===== src/rtl/wm_cycle_sequencer.sv =====
// Washing-machine programme sequencer: phase FSM with per-phase cycle counter,
// wash modes, multi-pass rinse, lid pause, fault and cancel handling.
module wm_cycle_sequencer #(
    parameter int unsigned FILL_CYCLES  = 16,
    parameter int unsigned HEAT_CYCLES  = 32,
    parameter int unsigned WASH_CYCLES  = 64,
    parameter int unsigned RINSE_CYCLES = 24,
    parameter int unsigned SPIN_CYCLES  = 32,
    parameter int unsigned RINSE_PASSES = 2,
    parameter int unsigned CNT_WIDTH    = 8
) (
    input  logic                 clock,
    input  logic                 reset,
    input  logic                 sig_Coin,
    input  logic                 sig_Start,
    input  logic                 sig_Lid_Closed,
    input  logic                 sig_Cancel,
    input  logic [1:0]           sig_Mode,
    input  logic                 sig_Time_Out,
    input  logic                 sig_Out_Of_Balance,
    input  logic                 sig_Motor_Failure,
    input  logic                 sig_Fault_Clear,
    output logic [2:0]           state,
    output logic                 water_Intake,
    output logic                 heater_On,
    output logic                 motor_On,
    output logic                 door_Lock,
    output logic                 coin_Return,
    output logic                 done,
    output logic [CNT_WIDTH-1:0] phase_Count,
    output logic [3:0]           rinse_Pass
);

    typedef enum logic [2:0] {
        StIdle  = 3'd0,
        StReady = 3'd1,
        StFill  = 3'd2,
        StHeat  = 3'd3,
        StWash  = 3'd4,
        StRinse = 3'd5,
        StSpin  = 3'd6,
        StFault = 3'd7
    } state_e;

    localparam logic [1:0] ModeCold  = 2'b01;
    localparam logic [1:0] ModeQuick = 2'b10;
    localparam logic [1:0] ModeExtra = 2'b11;

    localparam logic [CNT_WIDTH-1:0] FillLast      = CNT_WIDTH'(FILL_CYCLES - 1);
    localparam logic [CNT_WIDTH-1:0] HeatLast      = CNT_WIDTH'(HEAT_CYCLES - 1);
    localparam logic [CNT_WIDTH-1:0] WashLast      = CNT_WIDTH'(WASH_CYCLES - 1);
    localparam logic [CNT_WIDTH-1:0] WashQuickLast = CNT_WIDTH'((WASH_CYCLES >> 1) - 1);
    localparam logic [CNT_WIDTH-1:0] RinseLast     = CNT_WIDTH'(RINSE_CYCLES - 1);
    localparam logic [CNT_WIDTH-1:0] SpinLast      = CNT_WIDTH'(SPIN_CYCLES - 1);
    localparam logic [CNT_WIDTH-1:0] RinseFillEnd  = CNT_WIDTH'(RINSE_CYCLES / 2);
    localparam logic [3:0]           PassTarget    = 4'(RINSE_PASSES);

    state_e                 state_q, state_d;
    logic [CNT_WIDTH-1:0]   count_q, count_d;
    logic [3:0]             pass_q, pass_d;
    logic [1:0]             mode_q, mode_d;
    logic                   coin_ret_q, coin_ret_d;
    logic                   done_q, done_d;

    logic                   in_phase;
    logic                   paused;
    logic                   fault_hit;
    logic                   at_last;
    logic [CNT_WIDTH-1:0]   last_cnt;
    logic [3:0]             pass_target;

    always_ff @(posedge clock) begin
        if (reset) begin
            state_q    <= StIdle;
            count_q    <= '0;
            pass_q     <= '0;
            mode_q     <= '0;
            coin_ret_q <= 1'b0;
            done_q     <= 1'b0;
        end else begin
            state_q    <= state_d;
            count_q    <= count_d;
            pass_q     <= pass_d;
            mode_q     <= mode_d;
            coin_ret_q <= coin_ret_d;
            done_q     <= done_d;
        end
    end

    assign in_phase    = state_q inside {StFill, StHeat, StWash, StRinse, StSpin};
    assign paused      = in_phase & ~sig_Lid_Closed;
    assign pass_target = (mode_q == ModeExtra) ? PassTarget + 4'd1 : PassTarget;
    assign fault_hit   = (sig_Time_Out & (state_q inside {StFill, StHeat}))
                       | (sig_Motor_Failure & (state_q inside {StWash, StRinse, StSpin}))
                       | (sig_Out_Of_Balance & (state_q == StSpin));

    always_comb begin
        case (state_q)
            StFill:  last_cnt = FillLast;
            StHeat:  last_cnt = HeatLast;
            StWash:  last_cnt = (mode_q == ModeQuick) ? WashQuickLast : WashLast;
            StRinse: last_cnt = RinseLast;
            default: last_cnt = SpinLast;
        endcase
    end

    assign at_last = (count_q == last_cnt);

    always_comb begin
        state_d    = state_q;
        count_d    = count_q;
        pass_d     = pass_q;
        mode_d     = mode_q;
        coin_ret_d = 1'b0;
        done_d     = 1'b0;
        case (state_q)
            StIdle: begin
                if (sig_Coin) state_d = StReady;
            end
            StReady: begin
                if (sig_Cancel) begin
                    state_d    = StIdle;
                    coin_ret_d = 1'b1;
                end else if (sig_Start && sig_Lid_Closed) begin
                    state_d = StFill;
                    count_d = '0;
                    mode_d  = sig_Mode;
                end
            end
            StFault: begin
                if (sig_Fault_Clear) state_d = StIdle;
            end
            default: begin
                if (fault_hit) begin
                    state_d = StFault;
                    count_d = '0;
                    pass_d  = '0;
                end else if (sig_Cancel && state_q inside {StFill, StHeat}) begin
                    state_d    = StIdle;
                    count_d    = '0;
                    coin_ret_d = 1'b1;
                end else if (sig_Cancel && state_q inside {StWash, StRinse}) begin
                    // Drain through a full spin instead of stopping with water in the drum.
                    state_d = StSpin;
                    count_d = '0;
                    pass_d  = '0;
                end else if (sig_Lid_Closed) begin
                    if (!at_last) begin
                        count_d = count_q + 1'b1;
                    end else begin
                        count_d = '0;
                        case (state_q)
                            StFill: state_d = (mode_q == ModeCold) ? StWash : StHeat;
                            StHeat: state_d = StWash;
                            StWash: begin
                                state_d = StRinse;
                                pass_d  = 4'd1;
                            end
                            StRinse: begin
                                if (pass_q < pass_target) begin
                                    pass_d = pass_q + 4'd1;
                                end else begin
                                    state_d = StSpin;
                                    pass_d  = '0;
                                end
                            end
                            default: begin
                                state_d = StIdle;
                                done_d  = 1'b1;
                            end
                        endcase
                    end
                end
            end
        endcase
    end

    always_comb begin
        state        = state_q;
        phase_Count  = count_q;
        rinse_Pass   = pass_q;
        coin_Return  = coin_ret_q;
        done         = done_q;
        door_Lock    = in_phase;
        water_Intake = ~paused & ((state_q == StFill)
                                  | ((state_q == StRinse) & (count_q < RinseFillEnd)));
        heater_On    = ~paused & (state_q == StHeat);
        motor_On     = ~paused & (state_q inside {StWash, StRinse, StSpin});
    end

endmodule


===== config.mk =====
export PLATFORM = sky130hd
export DESIGN_NAME = wm_cycle_sequencer
export DESIGN_NICKNAME = d
export VERILOG_FILES = /design/src/rtl/wm_cycle_sequencer.sv
export SDC_FILE = /design/constraint.sdc
export NUM_CORES = 1
export LEC_CHECK = 0
export CORE_MARGIN = 10
export CORE_UTILIZATION = 37
export DETAILED_ROUTE_END_ITERATION = 8
export PLACE_DENSITY = 0.59
export SYNTH_ARGS = -nofsm -noshare
export SYNTH_HDL_FRONTEND = slang
export SYNTH_SLANG_ARGS = --single-unit

===== constraint.sdc =====
create_clock -name clock -period 2.8 [get_ports clock]
set_input_delay 0.28 -clock clock [delete_from_list [all_inputs] [get_ports clock]]
set_output_delay 0.28 -clock clock [all_outputs]
set_load 0.02 [all_outputs]

== Word-level counts from Yosys, hierarchy flattened ==
Cells that the tools add are included.

* $add $sub $neg: 2
* Order comparisons: 2
* Equal/unequal tests: 18
* Mux-type cells: 36
* Bitwise logic cells: 17
* Reductions and logical operators: 22

{| class="wikitable"
|+ Operators by type and width
! operator !! number
|-
| 8-bit two-way mux || 7
|-
| 3-bit two-way mux || 11
|-
| 4-bit two-way mux || 6
|-
| 6-bit one-hot mux with 3 select lines || 1
|-
| 8-bit one-hot mux with 2 select lines || 1
|-
| 7-bit nonzero test || 2
|-
| 3-bit == test, second input constant || 4
|-
| 3-bit one-hot mux with 4 select lines || 1
|-
| 2-bit != test, second input constant || 5
|-
| 5-bit nonzero test || 2
|-
| 3-bit one-hot mux with 3 select lines || 1
|-
| 3-bit nonzero test || 3
|-
| 9-bit OR reduction || 1
|-
| 8-bit by 1-bit adder with 8-bit output, second input constant || 1
|-
| 1-bit AND || 8
|-
| 8-bit == test || 1
|-
| 8-bit by 4-bit < comparator with 1-bit output, second input constant || 1
|-
| 8-bit by 5-bit != test with 1-bit output, second input constant || 1
|-
| 4-bit one-hot mux with 2 select lines || 1
|-
| 3-bit by 2-bit == test with 1-bit output, second input constant || 2
|-
| 6-bit two-way mux || 1
|-
| 1-bit NOT || 6
|-
| 6-bit AND reduction || 1
|-
| 1-bit two-way mux || 5
|-
| other kinds (18) || 24
|}

* Register bits after elaboration: 19
* Input port bits: 12
* Output and inout bits: 21
* Word-level logic and storage cells: 103

== Depth between registers and ports, before layout ==
* Word-level depth: 11
* Mapped depth: 9
* Gate-level depth less buffers: 6

== Worst setup path after synthesis ==
OpenSTA, ideal clock, no wires.

* Kind: register to register
* Start point: register state_q[2] (netlist: state[2])
* End point: register count_q[7] (netlist: phase_Count[7])
* Setup time: 0.074 ns
* Data arrival time: 2.263 ns
* Required time: 2.726 ns
* Slack: 0.463 ns
* Cell stages (with the launch flop): 8
* Path buffers: 1
* Period minus slack after synthesis: 2.337 ns
* Path through: dfxtp_1 > buf_2 > mux2i_1 > nor2_1 > a211oi_2 > a21bo_2 > or4_1 > a31oi_1

* Cells in the longest elaborated chain, start to end: 9
* Elaborated cells between the ends (all ways): 32
* Those cells by class: eq/ne: 10; mux: 7; bitwise: 6; reduce/logical: 9

{| class="wikitable"
|+ RTL lines
! item !! line !! RTL
|-
| from (decl) || 58 || <nowiki>state_e state_q, state_d;</nowiki>
|-
| from (signal assigned) || 74 || <nowiki>state_q <= StIdle;</nowiki>
|-
| from (signal assigned) || 81 || <nowiki>state_q <= state_d;</nowiki>
|-
| 3-bit == test or 3-bit by 2-bit == test with 1-bit output (tied branches) || -- ||
|-
| 6-bit one-hot mux with 3 select lines || 98 || <nowiki>case (state_q)</nowiki>
|-
| 8-bit == test || 107 || <nowiki>assign at_last = (count_q == last_cnt);</nowiki>
|-
| 8-bit two-way mux || 148 || <nowiki>if (!at_last) begin</nowiki>
|-
| 8-bit two-way mux || 147 || <nowiki>end else if (sig_Lid_Closed) begin</nowiki>
|-
| 8-bit two-way mux || 142 || <nowiki>end else if (sig_Cancel && state_q inside {StWash, StRinse}) begin</nowiki>
|-
| 8-bit two-way mux || 138 || <nowiki>end else if (sig_Cancel && state_q inside {StFill, StHeat}) begin</nowiki>
|-
| 8-bit two-way mux || 134 || <nowiki>if (fault_hit) begin</nowiki>
|-
| 8-bit one-hot mux with 2 select lines || 116 || <nowiki>case (state_q)</nowiki>
|-
| to (signal assigned) || 82 || <nowiki>count_q <= count_d;</nowiki>
|-
| to (decl) || 59 || <nowiki>logic [CNT_WIDTH-1:0] count_q, count_d;</nowiki>
|}

Several ways; a longest one is shown, not always the timed one. The select of a mux whose other input is x is not followed.
A chain may end at the register's enable or synchronous reset.

== Worst setup path in the final report ==
* Start point: register state_q[1] (netlist: state[1])
* End point: output water_Intake

* Cells in the longest elaborated chain, start to end: 5
* Elaborated cells between the ends (all ways): 11
* Those cells by class: eq/ne: 5; bitwise: 5; reduce/logical: 1

{| class="wikitable"
|+ RTL lines
! item !! line !! RTL
|-
| 3-bit by 2-bit == test with 1-bit output, or another cell as far along || 90, 185 ||
|-
| 5-bit nonzero test || 90 || <nowiki>assign in_phase = state_q inside {StFill, StHeat, StWash, StRinse, StSpin};</nowiki>
|-
| 1-bit AND || 91 || <nowiki>assign paused = in_phase & ~sig_Lid_Closed;</nowiki>
|-
| 1-bit NOT || 185 || <nowiki>water_Intake = ~paused & ((state_q == StFill)</nowiki>
|-
| 1-bit AND * || 185 ||
|-
| to (decl) || 24 || <nowiki>output logic water_Intake,</nowiki>
|}

Mark *: on every way between the ends. The rest lies on a longest branch, timed or not.

==> impl_metrics.csv <==
group,metric,value,unit
power_and_ir_drop,internal_power,0.455,mW
power_and_ir_drop,pwr-share-clk,30.3,%
clock_tree,post_cts_buffers,0,
placement,numPortBuffers,32,
global_route,global_route.usage.total,12.7,%
yosys,synth_fp_nets,199,
cells_and_area,fillCellCount,398,
detailed_routing,detailedRoute.firstPassIterationCount,4,
setup_path,r2r.worst_path.cells,8,
cells_and_area,nets,238,
timing,fin_worst_skew,0.00686,ns
yosys,post_synth_fa_ha_maj_area_fraction,1.81,%
detailed_routing,routed_via_density,5.59,
yosys,synth_compound_gate_area_share,25.2,%
global_route,first_pass_grt_wire_length,6780,um
clock_tree,clock_tree.htree_level_count,1,
detailed_routing,remaining_drc_errors,0,
setup_path,critPathSlowestCell,"clkdlybuf4s50_1",
yosys,synth_simple_gate_area_share,35.0,%
yosys,post_synthesis_sequential_area_ratio,27.5,%
timing,setup-violations-final,0,
detailed_routing,drt_iter0_drc,75,
clock_tree,insertion_delay,0.26,ns
setup_path,worst_ep_required_time,2.52,ns
min_path,timing.hold.worst_path_depth,2,
detailed_routing,drt_wl_total,4070,um
setup_path,timing.critical_path.cells,"buf_4, nand2b_1, o22ai_1, and2_1, clkdlybuf4s50_1",
setup_path,crit_path_max_incr_delay,0.60,ns
power_and_ir_drop,power.net_switching,0.189,mW
job,cap_viol_max_count,0,
min_path,timing.hold.worst.class,"flip-flop to flip-flop",
yosys,post_synth_instance_area,1380,um2
clock_tree,clkSinkCount,19,
clock_tree,cts_resized,0,
power_and_ir_drop,seq_power_share,44.6,%
yosys,netlist_instances,185,
placement,pre_cts_ws,-0.0246,ns
timing,worst_slew_pin_slew,0.797,ns
global_route,maximum_number_of_pins_on_one_net_before_global_route_repair,16,
yosys,synth_enable_flop_cells,0,
clock_tree,root_buffer,"clkbuf_8",
cells_and_area,area_delta_synth_final,34.8,%
setup_path,timing.critical_path.arrival,2.16,ns
detailed_routing,detail_route.wl_per_cell,15.0,um
setup_path,worstPathMaxFanout,12,
detailed_routing,antenna_left,0,
timing,fin_crit_period,2.44,ns
floorplanning,die_h,81.1,um
cells_and_area,most_frequent_cells_in_the_layout,"clkdlybuf4s50_1, nand2_1, dfxtp_1",
yosys,proportion_of_synthesized_flip_flops_having_asynchronous_set_or_reset,0,%
yosys,syn_area_per_cell,7.47,um2
timing,final.hold.worst_slack,0.452,ns
timing,final_hold_violation_count,0,
setup_path,timing.setup.critical_path_class,"flip-flop to output pin",
timing,maxSlewViolCount,0,
detailed_routing,vias,1516,
global_route,grt_pass1_vias,1473,
outcome,outcome,"completed",
clock_tree,clk_path_buf_depth,2,
yosys,synth_ff_type,"dfxtp_1",
floorplanning,chipWidth,81.1,um
timing,slew_headroom,46.4,%
yosys,combinational_family_with_the_most_area_after_synthesis,"simple AND/OR/NAND/NOR gates",
floorplanning,design.die.area,6580,um2
clock_tree,path_clk_slew,0.08,ns
setup_path,crit_path_end_kind,"output pin",
global_route,number_of_antenna_violations_at_the_first_check_in_global_routing,0,
cells_and_area,antenna_cells,0,
floorplanning,start_util,38.1,%
yosys,synth_xor_area_share,0,%
power_and_ir_drop,swShare,29.4,%
power_and_ir_drop,pwr-share-comb,25.1,%
yosys,synth.yosys.warnings,0,
cells_and_area,drive_gt1_share,10.8,%
placement,gp_congestion,0.838,
timing,grt_setup_unrepaired,"no",
yosys,share_of_cell_area_taken_by_muxes_after_synthesis,5.07,%
placement,dpl.hpwl,3160,um
floorplanning,design.core.area,3630,um2
power_and_ir_drop,worst_supply_voltage_drop_on_vdd,284,uV
timing,final_critical_path_setup_slack,0.363,ns
power_and_ir_drop,power_density,346,nW/um2
setup_path,startpoint_type,"flip-flop",
yosys,yosysUniqueCellTypes,48,
yosys,ys_seq_elements,19,
global_route,gr-total-overflow,0,
floorplanning,fp-row-count,22,
floorplanning,top_level_ports,33,
power_and_ir_drop,static-leakage-power,0.681,nW
clock_tree,tritoncts,"yes",
timing,max_freq,410,MHz
timing,post-route-period-util,87.0,%
cells_and_area,mostFrequentLayoutCell,"clkdlybuf4s50_1",
clock_tree,cts_made_buffers,3,
clock_tree,holdBufCountCts,0,
[power by group through the flow]
stage	registers [mW]	logic (mW)	clock network [mW]
after floorplan	0.297	0.0905	0
after global placement	0.293	0.161	0
after detailed placement	0.293	0.162	0
after CTS	0.287	0.163	0.199
after global routing	0.288	0.179	0.212
final	0.287	0.162	0.195
[logic make-up after synthesis]
| logic type | Yosys count |
|---|---|
| buf+inv | 19 |
| compound gates | 50 |
| simple gates | 88 |
| flops | 19 |
| fa+ha+maj | 2 |
| mux | 7 |
[stage by stage]
stage	util [%]	TNS, ns	power, mW	instances	cell area [um2]
finish	51.3	0	0.644	271	1860
global placement	49.9	0	0.454	266	1810
floorplan	-	0	0.387	185	1380
detailed placement	49.9	-0.0459	0.455	266	1810
global route	51.3	0	0.679	271	1860
CTS	51.1	0	0.649	270	1860
[state kept, by name, indices dropped and copies added, names as in the netlist]
register	cells
done	1
coin_Return	1
phase_Count	8
rinse_Pass	4
state	3
mode_q	2
[layer usage]
metal	global-route usage, %	vias up	share of wire (%)
li1	-	760	-
met1	14.5	710	43
met2	22.1	40	48
met3	3.75	6	7.6
met4	4.50	0	1.5
met5	0	-	0
[synth_stat cells, types with 3 or more instances]
master      n  area (um2)
nand3_1    11        55.1
nor4bb_1    3        30.0
nand3b_1    3        22.5
or4_1       6        45.0
o21ai_0     5        25.0
mux2i_1     7        70.1
buf_2       3        15.0
o31ai_1     3        22.5
a2bb2oi_1   3        26.3
nand2_1    19        71.3
nor2_1     15        56.3
or3_1       3        18.8
clkbuf_1    7        26.3
nor2b_1     6        37.5
a31oi_1     3        18.8
nor3_1      5        25.0
a21o_1      3        22.5
a21oi_1    18        90.1
inv_1       7        26.3
and3_1      3        18.8
dfxtp_1    19         380
[critical path, delay by kind of cell, from the launching register on]
family	cells	cell delay (ns)
flip-flops	1	0.57
AO/OA/AOI/OAI	1	0.17
AND/OR/NAND/NOR	2	0.29
buffers and inverters	2	0.86
[final cells by class]
type,instances,area [um2],share of cell area [%]
tap,48,60.1,3.22
inverter,7,26.3,1.41
clock inverter,1,5.00,0.269
clock buffer,3,41.3,2.22
multi-input combinational,147,927,49.8
sequential,19,380,20.4
timing repair buffer,46,423,22.7
[path summary, 6_finish.rpt]
check                                    from        endpoint  slack [ns]
worst min-delay path            rinse_Pass[3]   rinse_Pass[3]        0.45
worst max-delay path                 state[1]    water_Intake        0.36
worst min register to register  rinse_Pass[3]   rinse_Pass[3]        0.45
worst max register to register       state[2]  phase_Count[2]        0.37
(Power assumes the default switching activity.)
